`src/rtl/trivium_decrypt_rx_if.sv`:
```
// -----------------------------------------------------------------------------
// trivium_decrypt_rx_if
//   Bundles every non-clock signal of the Trivium receive-side decryptor:
//   - the ciphertext serial line,
//   - the keystream handshake with the local trivium instance,
//   - the plaintext valid/ready output,
//   - the error pulses.
//
//   Modports:
//     slave  - the decryptor itself. It consumes the serial line and the
//              keystream, and produces the plaintext and the error pulses.
//     master - the surrounding environment: line driver, keystream source
//              and plaintext consumer.
//
//   Signals:
//     rx_serial        ciphertext serial line, idle high
//     keystream_byte   current keystream byte
//     keystream_valid  keystream_byte is usable
//     keystream_read   one-cycle pulse, keystream byte consumed
//     pt_data          decrypted plaintext byte
//     pt_valid         pt_data valid, held until accepted
//     pt_ready         consumer accepts pt_data when pt_valid && pt_ready
//     frame_err        one-cycle pulse, bad stop bit (or parity)
//     overrun          one-cycle pulse, held byte discarded by new start bit
// -----------------------------------------------------------------------------
interface trivium_decrypt_rx_if;
   logic       rx_serial;
   logic [7:0] keystream_byte;
   logic       keystream_valid;
   logic       keystream_read;
   logic [7:0] pt_data;
   logic       pt_valid;
   logic       pt_ready;
   logic       frame_err;
   logic       overrun;

   modport slave (
      input  rx_serial,
      input  keystream_byte,
      input  keystream_valid,
      input  pt_ready,
      output keystream_read,
      output pt_data,
      output pt_valid,
      output frame_err,
      output overrun
   );

   modport master (
      output rx_serial,
      output keystream_byte,
      output keystream_valid,
      output pt_ready,
      input  keystream_read,
      input  pt_data,
      input  pt_valid,
      input  frame_err,
      input  overrun
   );
endinterface

```
`src/rtl/trivium_decrypt_rx.sv`:
```
// -----------------------------------------------------------------------------
// trivium_decrypt_rx
//   Receive-side peer of the Trivium UART encryptor.
//   The block works in three steps:
//   1. It deserialises UART ciphertext, 8N1 by default.
//   2. It XORs each received byte with one keystream byte from a local
//      trivium instance.
//   3. It presents the plaintext on a valid/ready output.
//   Exactly one keystream byte is consumed per delivered byte. Dropped and
//   overrun frames consume none.
//
//   Parameters:
//     CLK_FREQ   system clock frequency in Hz
//     BAUD_RATE  serial bit rate. CLKS_PER_BIT = CLK_FREQ / BAUD_RATE.
//
//   Ports:
//     clk    system clock, rising edge
//     rst_n  asynchronous active-low reset
//     bus    trivium_decrypt_rx_if.slave. It carries:
//            - rx_serial,
//            - the keystream handshake,
//            - the plaintext valid/ready output,
//            - the frame_err and overrun pulses.
//
//   Optional feature (macro DECRYPT_PARITY_EN):
//     When defined, the frame is 8E1. A PARITY state checks one even-parity
//     bit over the 8 ciphertext bits. A mismatch still runs the STOP bit;
//     the frame is then reported through frame_err and dropped.
// -----------------------------------------------------------------------------
module trivium_decrypt_rx #(
   parameter int CLK_FREQ  = 100000000,
   parameter int BAUD_RATE = 9600
) (
   input  logic                 clk,
   input  logic                 rst_n,
   trivium_decrypt_rx_if.slave  bus
);

   localparam int CLKS_PER_BIT = CLK_FREQ / BAUD_RATE;
   localparam int CNT_W        = $clog2(CLKS_PER_BIT) + 1;

   localparam logic [CNT_W-1:0] CNT_ZERO  = {CNT_W{1'b0}};
   localparam logic [CNT_W-1:0] CNT_ONE   = CNT_W'(1);
   localparam logic [CNT_W-1:0] HALF_LAST = CNT_W'(CLKS_PER_BIT / 2 - 1);
   localparam logic [CNT_W-1:0] BIT_LAST  = CNT_W'(CLKS_PER_BIT - 1);

`ifdef DECRYPT_PARITY_EN
   typedef enum logic [2:0] {
      ST_IDLE    = 3'd0,
      ST_START   = 3'd1,
      ST_DATA    = 3'd2,
      ST_PARITY  = 3'd3,
      ST_STOP    = 3'd4,
      ST_DECRYPT = 3'd5
   } state_t;

   // Even parity: the parity bit equals the XOR of the data bits.
   function automatic logic parity_even(input logic [7:0] data);
      return ^data;
   endfunction
`else
   typedef enum logic [2:0] {
      ST_IDLE    = 3'd0,
      ST_START   = 3'd1,
      ST_DATA    = 3'd2,
      ST_STOP    = 3'd4,
      ST_DECRYPT = 3'd5
   } state_t;
`endif

   state_t           state_q,     state_d;
   logic             rx_meta_q;
   logic             rxs_q;
   logic [CNT_W-1:0] baud_cnt_q,  baud_cnt_d;
   logic [2:0]       bit_cnt_q,   bit_cnt_d;
   logic [7:0]       shift_q,     shift_d;
   logic [7:0]       pt_data_q,   pt_data_d;
   logic             pt_valid_q,  pt_valid_d;
   logic             frame_err_q, frame_err_d;
   logic             overrun_q,   overrun_d;
   logic             ks_read_s;
   logic             hold_s;
   logic             stop_ok_s;
`ifdef DECRYPT_PARITY_EN
   logic             par_err_q,   par_err_d;
`endif

   // Two-flop synchroniser for the asynchronous serial line. It resets to
   // the idle level, so reset never looks like a start bit.
   always_ff @(posedge clk or negedge rst_n) begin
      if (!rst_n) begin
         rx_meta_q <= 1'b1;
         rxs_q     <= 1'b1;
      end else begin
         rx_meta_q <= bus.rx_serial;
         rxs_q     <= rx_meta_q;
      end
   end

   // State register and datapath flops.
   always_ff @(posedge clk or negedge rst_n) begin
      if (!rst_n) begin
         state_q     <= ST_IDLE;
         baud_cnt_q  <= CNT_ZERO;
         bit_cnt_q   <= 3'd0;
         shift_q     <= 8'h00;
         pt_data_q   <= 8'h00;
         pt_valid_q  <= 1'b0;
         frame_err_q <= 1'b0;
         overrun_q   <= 1'b0;
`ifdef DECRYPT_PARITY_EN
         par_err_q   <= 1'b0;
`endif
      end else begin
         state_q     <= state_d;
         baud_cnt_q  <= baud_cnt_d;
         bit_cnt_q   <= bit_cnt_d;
         shift_q     <= shift_d;
         pt_data_q   <= pt_data_d;
         pt_valid_q  <= pt_valid_d;
         frame_err_q <= frame_err_d;
         overrun_q   <= overrun_d;
`ifdef DECRYPT_PARITY_EN
         par_err_q   <= par_err_d;
`endif
      end
   end

   // Next-state logic and outputs for the receive/decrypt FSM.
   always_comb begin
      state_d     = state_q;
      baud_cnt_d  = baud_cnt_q;
      bit_cnt_d   = bit_cnt_q;
      shift_d     = shift_q;
      pt_data_d   = pt_data_q;
      frame_err_d = 1'b0;
      overrun_d   = 1'b0;
      ks_read_s   = 1'b0;
`ifdef DECRYPT_PARITY_EN
      par_err_d   = par_err_q;
      stop_ok_s   = rxs_q && !par_err_q;
`else
      stop_ok_s   = rxs_q;
`endif

      // An accepted byte frees the output register. A load in the same
      // cycle (below) overrides this, so pt_valid stays high with new data.
      hold_s = pt_valid_q && !bus.pt_ready;
      if (pt_valid_q && bus.pt_ready) begin
         pt_valid_d = 1'b0;
      end else begin
         pt_valid_d = pt_valid_q;
      end

      case (state_q)
         ST_IDLE: begin
            baud_cnt_d = CNT_ZERO;
            bit_cnt_d  = 3'd0;
            if (!rxs_q) begin
               state_d = ST_START;
            end else begin
               state_d = ST_IDLE;
            end
         end

         // Re-check the line in mid start bit. A high level here was a glitch.
         ST_START: begin
            if (baud_cnt_q == HALF_LAST) begin
               baud_cnt_d = CNT_ZERO;
               if (!rxs_q) begin
                  state_d = ST_DATA;
               end else begin
                  state_d = ST_IDLE;
               end
            end else begin
               baud_cnt_d = baud_cnt_q + CNT_ONE;
            end
         end

         // Sample each data bit in its middle, LSB first.
         ST_DATA: begin
            if (baud_cnt_q == BIT_LAST) begin
               baud_cnt_d = CNT_ZERO;
               shift_d    = {rxs_q, shift_q[7:1]};
               if (bit_cnt_q == 3'd7) begin
                  bit_cnt_d = 3'd0;
`ifdef DECRYPT_PARITY_EN
                  state_d   = ST_PARITY;
`else
                  state_d   = ST_STOP;
`endif
               end else begin
                  bit_cnt_d = bit_cnt_q + 3'd1;
                  state_d   = ST_DATA;
               end
            end else begin
               baud_cnt_d = baud_cnt_q + CNT_ONE;
            end
         end

`ifdef DECRYPT_PARITY_EN
         // The parity result is only acted on after the stop bit, so a bad
         // frame is consumed in full before it is reported.
         ST_PARITY: begin
            if (baud_cnt_q == BIT_LAST) begin
               baud_cnt_d = CNT_ZERO;
               par_err_d  = rxs_q ^ parity_even(shift_q);
               state_d    = ST_STOP;
            end else begin
               baud_cnt_d = baud_cnt_q + CNT_ONE;
            end
         end
`endif

         ST_STOP: begin
            if (baud_cnt_q == BIT_LAST) begin
               baud_cnt_d = CNT_ZERO;
               if (stop_ok_s) begin
                  state_d = ST_DECRYPT;
               end else begin
                  frame_err_d = 1'b1;
                  state_d     = ST_IDLE;
               end
            end else begin
               baud_cnt_d = baud_cnt_q + CNT_ONE;
            end
         end

         // A new start bit beats a pending load. The line is high when this
         // state is entered, so any low level here is a fresh falling edge.
         ST_DECRYPT: begin
            if (!rxs_q) begin
               overrun_d  = 1'b1;
               baud_cnt_d = CNT_ZERO;
               state_d    = ST_START;
            end else if (bus.keystream_valid && !hold_s) begin
               pt_data_d  = shift_q ^ bus.keystream_byte;
               pt_valid_d = 1'b1;
               ks_read_s  = 1'b1;
               state_d    = ST_IDLE;
            end else begin
               state_d = ST_DECRYPT;
            end
         end

         default: begin
            baud_cnt_d = CNT_ZERO;
            bit_cnt_d  = 3'd0;
            state_d    = ST_IDLE;
         end
      endcase
   end

   // keystream_read is a same-cycle strobe. The keystream source advances
   // on the edge that captures the byte. The strobe is qualified by
   // keystream_valid, so it never fires on an unusable byte.
   assign bus.keystream_read = ks_read_s;
   assign bus.pt_data        = pt_data_q;
   assign bus.pt_valid       = pt_valid_q;
   assign bus.frame_err      = frame_err_q;
   assign bus.overrun        = overrun_q;

endmodule

```
`src/flat_wrapper.sv`:
```
// flat-port wrapper written by rule: the top's interface ports become plain ports
module trivium_decrypt_rx_flat 
#(
   parameter int CLK_FREQ  = 100000000,
   parameter int BAUD_RATE = 9600
)
  (clk, rst_n, bus_rx_serial, bus_keystream_byte, bus_keystream_valid, bus_pt_ready, bus_keystream_read, bus_pt_data, bus_pt_valid, bus_frame_err, bus_overrun);
  trivium_decrypt_rx_if bus_i ();
  input  logic clk;
  input  logic rst_n;
  input wire logic [$bits(bus_i.rx_serial)-1:0] bus_rx_serial;
  input wire logic [$bits(bus_i.keystream_byte)-1:0] bus_keystream_byte;
  input wire logic [$bits(bus_i.keystream_valid)-1:0] bus_keystream_valid;
  input wire logic [$bits(bus_i.pt_ready)-1:0] bus_pt_ready;
  output wire logic [$bits(bus_i.keystream_read)-1:0] bus_keystream_read;
  output wire logic [$bits(bus_i.pt_data)-1:0] bus_pt_data;
  output wire logic [$bits(bus_i.pt_valid)-1:0] bus_pt_valid;
  output wire logic [$bits(bus_i.frame_err)-1:0] bus_frame_err;
  output wire logic [$bits(bus_i.overrun)-1:0] bus_overrun;
  assign bus_i.rx_serial = bus_rx_serial;
  assign bus_i.keystream_byte = bus_keystream_byte;
  assign bus_i.keystream_valid = bus_keystream_valid;
  assign bus_i.pt_ready = bus_pt_ready;
  assign bus_keystream_read = bus_i.keystream_read;
  assign bus_pt_data = bus_i.pt_data;
  assign bus_pt_valid = bus_i.pt_valid;
  assign bus_frame_err = bus_i.frame_err;
  assign bus_overrun = bus_i.overrun;
  trivium_decrypt_rx #(.CLK_FREQ(CLK_FREQ), .BAUD_RATE(BAUD_RATE)) u_core (.clk(clk), .rst_n(rst_n), .bus(bus_i));
endmodule
```
`config.mk`:
```
export PLATFORM = sky130hd
export DESIGN_NAME = trivium_decrypt_rx_flat
export DESIGN_NICKNAME = d
export VERILOG_FILES = /design/src/rtl/trivium_decrypt_rx_if.sv /design/src/rtl/trivium_decrypt_rx.sv /design/src/flat_wrapper.sv
export SDC_FILE = /design/constraint.sdc
export NUM_CORES = 1
export LEC_CHECK = 0
export BUFFER_PORTS_ARGS = -buffer_cell sky130_fd_sc_hd__buf_4
export CORE_ASPECT_RATIO = 2
export CORE_UTILIZATION = 50
export CTS_CLUSTER_DIAMETER = 120
export DETAILED_ROUTE_END_ITERATION = 8
export PLACE_DENSITY = 0.73
export SYNTH_ARGS = -nofsm -noshare
export SYNTH_HDL_FRONTEND = slang
export SYNTH_SLANG_ARGS = --single-unit
```
`constraint.sdc`:
```
create_clock -name clk -period 2.6 [get_ports clk]
set_input_delay 0.26 -clock clk [delete_from_list [all_inputs] [get_ports clk]]
set_output_delay 0.26 -clock clk [all_outputs]
set_load 0.01 [all_outputs]
```
==> qor.tcl <==
set qor(result_of_the_run) {completed}
set qor(die_y_um) 94.7
set qor(critical_path.top_delay_family) {simple AND/OR/NAND/NOR gates}
set qor(final-setup-viol-count) 0
set qor(groute.usage.overall_pct) 21.9
set qor(critical_path.cell_chain) {and4b_1 -> nand2_1 -> inv_1 -> buf_4}
set qor(critPathMaxFanout) 18
set qor(dr.first_iter.drc_count) 56
set qor(max_cap_violations) 0
set qor(hold_viol) 0
set qor(drt_wl_total_um) 4440
set qor(final_nets) 251
set qor(post-synth-top-count-cell) {dfrtp_1}
set qor(yosys.area.top_type) {dfrtp_1}
set qor(critical_path.reg2reg.endpoint) {u_core.baud_cnt_q[8]}
set qor(final.min_clock_period_ns) 2.27
set qor(yosys_most_used_dff) {dfrtp_1}
set qor(syn-instance-count) 209
set qor(end_kind) {output port}
set qor(route.vias.total) 1678
set qor(syn-cell-area_mm2) 0.00215
set qor(regToRegSetupSlack_ns) 0.54
set qor(numCtsBuffers) 5
set qor(grt_remaining_overflow) 0
set qor(timing.max_slew.rel_slack_pct) 65.3
set qor(numPortBuffers) 24
set qor(synth_edf_count) 0
set qor(timing.clock.skew_ns) 0.00992
set qor(ys_seq_elements) 42
set qor(h-tree-depth) 2
set qor(drt-wirelength-per-cell_um) 15.4
set qor(core_box_area_mm2) 0.00409
set qor(tightest_slew_ns) 0.521
set qor(timing.fmax_mhz) 441
set qor(number_of_antenna_violations_at_the_first_check_in_global_routing) 0
set qor(netSwitchingPower_mw) 0.244
set qor(vias_per_cell) 5.83
set qor(seq_power_share_pct) 54.6
set qor(reg2reg_from) {u_core.baud_cnt_q[0]}
set qor(worstHoldPathType) {in2reg}
set qor(holdCritStartpoint) {bus_rx_serial}
set qor(synth-async-reset-ratio_pct) 100
set qor(ys.warnings.count) 0
set qor(worstSetupPathType) {reg2out}
set qor(cellInternalPower_mw) 0.960
set qor(cts.repair.resized) 0
set qor(grt_max_degree) 43
set qor(syn_avg_cell_area_um2) 10.3
set qor(placement_rows) 33
set qor(num-fill-cells) 348
set qor(clock_tree.root_cell) {clkbuf_8}
set qor(synth_nets) 225
set qor(detail-route-antenna-nets) 0
set qor(hpwlAfterDp_um) 3140
set qor(seqCellArea_mm2) 0.00105
set qor(synth_sequential_area_ratio_pct) 49.1
set qor(cts_tree) {yes}
set qor(first_global_vias) 1661
set qor(design_power_total_mw) 1.20
set qor(clock-sinks) 42
set qor(reg2regPathDepth) 6
set qor(grt_first_pass_wirelength_um) 7560
set qor(total_leakage_power_nw) 1.17
set qor(worstHoldEndpoint) {u_core.rx_meta_q}
set qor(critical_path.startpoint_type) {flop}
set qor(arrival_time_at_the_worst_endpoint_ns) 2.01
set qor(ctsLongestPathBuffers) 2
set qor(netSwitchingFraction_pct) 20.3
set qor(ir_drop_mv) 0.574
set qor(start_util_pct) 52.5
set qor(timing.final.max_slew_violations) 0
set qor(share_comb_of_total_power_pct) 3.0
set qor(power.share.clock_pct) 42.4
set qor(drc_violation_count_after_routing) 0
set qor(routability_cong) 0.910
set qor(die_w_um) 48.3
set qor(areaGrowthSynthToFinish_pct) 16.1
set qor(min_period_over_period_pct) 87.3
set qor(fp.dieArea_mm2) 0.00458
set qor(crit_path_largest_cell_delay_ns) 0.56
set qor(min_path_cells) 1
set qor(synth_cell_types) 47
set qor(io_pins) 25
set qor(synth_top_area_share_pct) 46.6
set qor(largest_cells_by_area_after_synthesis) {dfrtp_1 47%, o21ai_0 3.7%, nand2_1 3.7%}
set qor(slowest_stage) {dfrtp_1}
set qor(clkLatencyLatePin_ns) 0.30
set qor(synth_top_cells_by_count) {40 x dfrtp_1, 21 x nand2_1, 16 x o21ai_0}
set qor(number_of_iterations_in_the_first_detailed_routing_pass) 4
set qor(fin_setup_tns_ns) 0
set qor(clk_transition_reported_paths_ns) 0.07
set qor(n_antenna_cell) 0
set qor(path_buf_inv) 2
set qor(critPathRequiredTime_ns) 2.34
set qor(power_density_mw_per_mm2) 483
set qor(grt_setup_unrepaired) {no}
set qor(drive_above_1_share_pct) 21.2
set qor(area_used_by_multi_input_combinational_logic_mm2) 0.00103
logic make-up after synthesis:
logic type               after synthesis  share of synthesized area, %
AO/OA/AOI/OAI                         44                          12.3
XOR/XNOR                              14                          5.71
adder cells (fa/ha/maj)                3                          1.75
buffers and inverters                 14                          3.03
flip-flops                            42                          49.1
multiplexers                          10                          5.48
AND/OR/NAND/NOR                       82                          22.7
area by class of cell:
cell class	instances	share of cell area, %
inverter	4	0.602
sequential	42	42.3
clock inverter	2	1.51
multi-input combinational	153	41.3
clock buffer	6	2.91
tap	52	2.61
timing repair buffer	29	8.84
timing repair:
item / 4_1_cts / 5_1_grt
hold buffers: 1 / 0
hold endpoints to repair: 40 / 0
setup buffers: 0 / 0
flip-flops by register name, summed over array words and instances (netlist names), 3 cells and up:
name	cells
u_core.shift_q	8
u_core.bit_cnt_q	3
u_core.baud_cnt_q	15
u_core.state_q	3
u_core.bus.pt_data	8
cells in the final DEF (no fill, tap or decap), drive strengths merged, types with 3 or more instances in the layout:
| master | n |
|---|---|
| nor4bb | 3 |
| nand4 | 7 |
| a21oi | 9 |
| inv | 4 |
| buf | 28 |
| nand2b | 7 |
| nand2 | 21 |
| ha | 3 |
| nand3 | 5 |
| a21o | 3 |
| nand4b | 3 |
| nor3b | 3 |
| nor2 | 14 |
| o21ai | 16 |
| a31oi | 4 |
| nor3 | 5 |
| and3 | 3 |
| xor2 | 5 |
| dfrtp | 40 |
| o22ai | 4 |
| xnor2 | 9 |
| mux2 | 8 |
| clkbuf | 6 |
power by group through the flow:
| stage | logic (mW) | registers (mW) | clock network, mW |
|---|---|---|---|
| 2_1_floorplan | 0.00828 | 0.670 | 0 |
| 3_3_place_gp | 0.0367 | 0.670 | 0 |
| 3_5_place_dp | 0.0367 | 0.670 | 0 |
| 4_1_cts | 0.0381 | 0.657 | 0.521 |
| 5_1_grt | 0.0423 | 0.658 | 0.548 |
| 6_report | 0.0367 | 0.657 | 0.511 |
worst max path at each step:
stage | cells past startpoint | end | from | slack (ns)
final | 4 | bus_keystream_read | u_core.state_q[1] | 0.33
after global routing | 4 | bus_keystream_read | u_core.state_q[1] | 0.17
after CTS | 4 | bus_keystream_read | u_core.state_q[1] | 0.36
after detailed placement | 6 | u_core.baud_cnt_q[11] | u_core.baud_cnt_q[0] | 0.58
after global placement | 6 | u_core.baud_cnt_q[11] | u_core.baud_cnt_q[1] | 0.65
after floorplan | 4 | u_core.shift_q[0] | u_core.baud_cnt_q[9] | 0.76
metrics by stage:
step	instance area, um2	hold WS [ns]	setup slack (ns)	utilization, %	cells
global route	2490	0.0575	0.170	61.0	288
finish	2490	0.0715	0.331	61.0	288
floorplan	2150	-0.0356	0.763	-	209
detailed placement	2370	0.275	0.584	58.0	279
CTS	2490	0.0641	0.363	61.0	288
global placement	2370	0.276	0.653	58.0	279
per-layer routing:
metal  global-route usage (%)  wire (um)  vias up
li1                         -          -      803
met1                     22.5       1690      794
met2                     39.8       2370       61
met3                     3.38        185       20
met4                     15.4        190        0
met5                        0          0        -
Power figures use the tool's default switching activity.
